File: src/rtl/sbox_builder.sv
// Collects distinct bytes into a 2**W-entry substitution table in arrival order.
// One-cycle registered echo of each newly accepted byte; never backpressures, duplicates are dropped.
module sbox_builder #(
    parameter int W = 8
) (
    input  logic         clk,
    input  logic         reset_n,
    input  logic         tvalid,
    input  logic [W-1:0] V,
    output logic         valid,
    output logic [W-1:0] V_out,
    output logic         done_sbox
);
    localparam int         DEPTH    = 2**W;
    localparam logic [W:0] CNT_LAST = (W+1)'(DEPTH - 1);

    logic [DEPTH-1:0] used_q, used_d;
    logic [W:0]       cnt_q, cnt_d;
    logic             valid_q, valid_d;
    logic [W-1:0]     v_out_q, v_out_d;
    logic             done_q, done_d;
    logic [W-1:0]     s_q [DEPTH];
    logic             accept;

    // Duplicate check is a direct bitmap lookup, so the decision lands in the same cycle.
    assign accept = tvalid && !used_q[V] && !done_q;

    always_comb begin
        used_d  = used_q;
        cnt_d   = cnt_q;
        valid_d = 1'b0;
        v_out_d = v_out_q;
        done_d  = done_q;
        if (accept) begin
            used_d[V] = 1'b1;
            cnt_d     = cnt_q + 1'b1;
            valid_d   = 1'b1;
            v_out_d   = V;
            if (cnt_q == CNT_LAST) begin
                done_d = 1'b1;
            end
        end
    end

    always_ff @(posedge clk) begin
        if (!reset_n) begin
            used_q  <= '0;
            cnt_q   <= '0;
            valid_q <= 1'b0;
            v_out_q <= '0;
            done_q  <= 1'b0;
        end else begin
            used_q  <= used_d;
            cnt_q   <= cnt_d;
            valid_q <= valid_d;
            v_out_q <= v_out_d;
            done_q  <= done_d;
        end
    end

    // Table contents are left stale across reset; cnt and used define what is live.
    always_ff @(posedge clk) begin
        if (reset_n && accept) begin
            s_q[cnt_q[W-1:0]] <= V;
        end
    end

    assign valid     = valid_q;
    assign V_out     = v_out_q;
    assign done_sbox = done_q;

endmodule

File: config.mk
export PLATFORM = sky130hd
export DESIGN_NAME = sbox_builder
export DESIGN_NICKNAME = d
export VERILOG_FILES = /design/src/rtl/sbox_builder.sv
export SDC_FILE = /design/constraint.sdc
export NUM_CORES = 1
export LEC_CHECK = 0
export ABC_AREA = 1
export CORE_ASPECT_RATIO = 0.9
export CORE_MARGIN = 2
export CORE_UTILIZATION = 54
export DETAILED_ROUTE_END_ITERATION = 8
export PLACE_DENSITY = 0.7
export SYNTH_ARGS = -nofsm -noshare
export SYNTH_HDL_FRONTEND = slang
export SYNTH_SLANG_ARGS = --single-unit
File: constraint.sdc
create_clock -name clk -period 2.6 [get_ports clk]
set_input_delay 0.26 -clock clk [delete_from_list [all_inputs] [get_ports clk]]
set_output_delay 0.26 -clock clk [all_outputs]
set_load 0.005 [all_outputs]
Yosys cells after proc, flatten, opt, wreduce, memory -nomap -nowiden
Index checks and enable logic that the tools add are counted.

Add/sub/neg operators: 1. Multipliers: 0. Divide/modulo/power cells: 0. $lt $le $gt $ge: 2. Equal/unequal tests: 1. Shifts and indexed selects: 0. Muxes and demuxes: 5. Bitwise operators: 1. Reduce and logical (&&, ||, !) cells: 6.

Operators with widths (number): $or 256x256->256 (1); $add 9x1->9 const B (1); $eq 9x8->1 const B (1); $lt 8x9->1 const B (1); $bmux 1 s8 (1); $demux 1 s8 (1); $ge 8x1->1 const B (1); $logic_and 1x1->1 (3); $mux 1 (3); $logic_not 1->1 (2); $reduce_and 2->1 (1).

Flip-flop bits (word level): 275. Latch bits: 0. RAM bits: 0. ROM bits: 0. Output and inout port bits: 10. Memories: 0.

Longest topological paths before layout
Word-level depth: 6. Mapped depth: 21. Depth with buffers taken out: 18.

Least setup slack after synthesis
No wires, ideal clock.

Path type: input to register. From: input port V[0]. To: register used_q[129]. Data arrival time: 2061 ps. Data required time: 2488 ps. Setup slack: 427 ps. Stages: 18. Buffers on the path: 4. Path through: buf_2 nor2_1 buf_2 nand2_1 nand3_1 nand2_1 nand2_1 o21ai_1 nand2_1 nor2_1 nor2_1 nor2_2 nand3_4 nor2_4 buf_4 buf_4 nand2_1 nand2_1.

Cells in the longest elaborated chain, start to end: 5. Elaborated cells between the ends (all ways): 11. Those cells by class: order compare (2); mux (4); bitwise (1); reduce/logical (4).

Ends and longest elaborated chain: start: declaration (line 9) `input logic [W-1:0] V,`; $lt 8x9->1 (not written as such), or another cell as far along (line 35) `used_d[V] = 1'b1;`; $logic_and 1x1->1 (not written as such) or $mux 1 (tied branches) (line 35, 26); $mux 1 (not written as such) or $logic_not 1->1 (tied branches) (line 35, 26); $demux 1 s8 or $logic_and 1x1->1 (tied branches) (line 35, 26); $or 256x256->256 (no source line) or $logic_and 1x1->1 (tied branches); end signal: assignment (line 53) `used_q <= used_d;`; end: declaration (line 17) `logic [DEPTH-1:0] used_q, used_d;`.

Several ways; a longest one is shown, not always the timed one. The select of a mux whose other input is x is not followed. A chain may end at the register's enable or synchronous reset.

Worst setup path in the final report
From: input port V[3]. To: register used_q[144].

The elaborated chain is that of the path after synthesis.

==> flow_summary.toml <==
[hold_path]
worst_hold_path.num_cells = 3
holdPathEnd = "V_out[6]"
hold_start = "reset_n"
holdCritPathClass = "in -> reg"

[timing]
period_minus_slack_ns = 2.35
finalSetupViolCount = 0
rsz0062_at_grt = "false"
fin_ws_ns = 0.252
fin_crit_sh_pct = 90.3
skew_ns = 0.0106
tightest_slew_ns = 1.55
drv_slew = 85
fmax_ghz = 0.426
holdWs_ns = 0.255
hold_viol = 0
slew_headroom_pct = -3.61

[finish]
fin_util_pct = 63.3
stdcell_area_um2 = 15400
layout_common_cells = "nand2_1 (1,465), nor2_1 (308), dfxtp_1 (275), buf_4 (76), nand3_1 (30)"
finalNonFillerCells = 2626
layout-area-overhead-vs-synth_pct = 15.2
n_antenna_cell = 0
final_common_cell = "nand2_1"
drive_gt1_share_pct = 6.95
fillCellCount = 2324
fin_nets = 2309

[floorplanning]
die-area_um2 = 26000
row_count = 54
core_um2 = 24300
initial_core_util_pct = 55.0
ios = 21
fp.dieW_um = 170
die_h_um = 153

[global_route]
first_global_vias = 12300
grt_overflow = 0
grtUsageTotal_pct = 30.4
grt_pass1_wl_um = 63800
grt_start_max_net_pins = 259
antenna_found_initial = 0

[setup_path]
reg2regPathDepth = 16
required_ns = 3.08
critPathLaunchType = "primary input"
path_max_fanout = 81
r2r_start = "used_q[233]"
cp-end-kind = "flop"
worstReg2RegEnd = "used_q[144]"
worstPathArrival_ns = 2.83
worstSetupPathType = "in -> reg"
regToRegSetupSlack_ns = 0.31

[synth]
avgSynthCellArea_um2 = 5.83
ys_types = 21
yosysWarnings = 0
ys_seq_elements = 275
synth_top_area_share_pct = 41.3
synth_top_area_cell = "dfxtp_1"
synth_seq_area_share_pct = 41.3
synth_area_leaders = "dfxtp_1 (41%), nand2_1 (41%), nor2_1 (8.8%), clkbuf_1 (2.6%), buf_4 (1.2%)"
synth_area_um2 = 13300
netlist_instances = 2288
synth_nets = 2301

[drt]
routed_via_density = 5.13
routed_wl_um = 39500
dr.first_iter.drc_count = 1334
postRouteAntennaNets = 0
wl_per_cell_um = 15.1
first_pass_iters = 7
dr_total_vias = 13500
drc = 0

[clocking]
clock_latency_ns = 0.55
cts_buffers = 29
cts_sinks = 275
cts_hold_buf = 0
tritoncts = "built"
cts_resized = 0
clock_path_buffers = 3
postCtsSetupRepairBufs = 0
cts_root_buf = "clkbuf_16"
clkTransAtPathRegs_ns = 0.06
htree_levels = 1

[power]
power_density_nw_per_um2 = 615
vdd_drop_max_uv = 391
p_leak_nw = 7.74

[placed_design]
io_buffers = 20
place_area_um2 = 14300
dp.cells = 2573
routabilityCongestion = 0.897
place_ws_ns = -0.154
dpl.hpwl_um = 23900

[outcome]
status = "finished with violations"
violations = "slew limit"

[job]
cap_viol_max_count = 0
-- layer usage --
layer / GRT usage [%] / up-vias / part of all wire, %
met2: 49.5 / 449 / 45
met1: 42.1 / 6103 / 44
met3: 3.81 / 90 / 7.5
li1: - / 6836 / -
met5: 0 / - / 0
met4: 9.36 / 0 / 2.8
-- flip-flops by register name (all words and copies together) (netlist names) --
name and count:
used_q 256, V_out 8, cnt_q 9, done_sbox 1
valid 1
-- area by class of cell --
type                       instances  area (um^2)  share of cell area (%)
clock buffer                      42          875                    5.69
clock inverter                    11          183                    1.19
inverter                          24         91.3                   0.594
multi-input combinational       1847         7090                    46.1
sequential                       275         5510                    35.8
tap                              308          385                    2.51
timing repair buffer             119         1240                    8.05
-- kinds of logic after synthesis --
family,after synthesis,synth area share (%)
buf+inv,166,5.65
fa+ha+maj,2,0.188
xor+xnor,6,0.394
compound gates,29,1.09
simple gates,1810,51.4
flops,275,41.3
-- synthesized netlist by cell type (all sizes together) --
master,n
o21ai,9
a21oi,20
nor2,313
nand3,31
ha,2
clkinv,1
xor2,6
buf,51
nand4,1
clkbuf,91
inv,23
dfxtp,275
nand2,1465
-- worst max path at each step --
stage | startpoint | to | slack, ns
finish | V[3] | used_q[144] | 0.25
global placement | V[2] | used_q[178] | -0.1
floorplan | V[0] | used_q[129] | 0.43
CTS | V[3] | used_q[145] | 0.30
global route | V[3] | used_q[144] | 0.13
detailed placement | V[3] | used_q[56] | -0.15
-- stage by stage --
step,power (mW),setup TNS (ns)
after CTS,9.50,0
after detailed placement,4.98,-28.92
after floorplan,4.68,0
after global placement,4.98,-14.04
after global routing,9.70,0
final,9.45,0
-- where the power goes --
group / total, mW / leakage [nW] / internal [mW] / switching [mW]
clock: 4.55 / 0.523 / 2.82 / 1.73
combinational: 0.657 / 5.00 / 0.191 / 0.466
sequential: 4.24 / 2.22 / 4.23 / 0.0108
total: 9.45 / 7.74 / 7.24 / 2.21
-- worst max-delay path: stages --
cell and delay, ns:
clkdlybuf4s50_1 0.59, nor2_2 0.10, buf_12 0.16, buf_4 0.14, nand2_1 0.06, nand2_1 0.09, o21ai_1 0.20, nand2_1 0.08
nand2_1 0.06, nand2_1 0.09, nor2_2 0.17, nand3_4 0.09, nor2_4 0.16, buf_12 0.34, nand2_1 0.12, nand2_1 0.08
No activity file was read; power rests on OpenSTA's default activity.
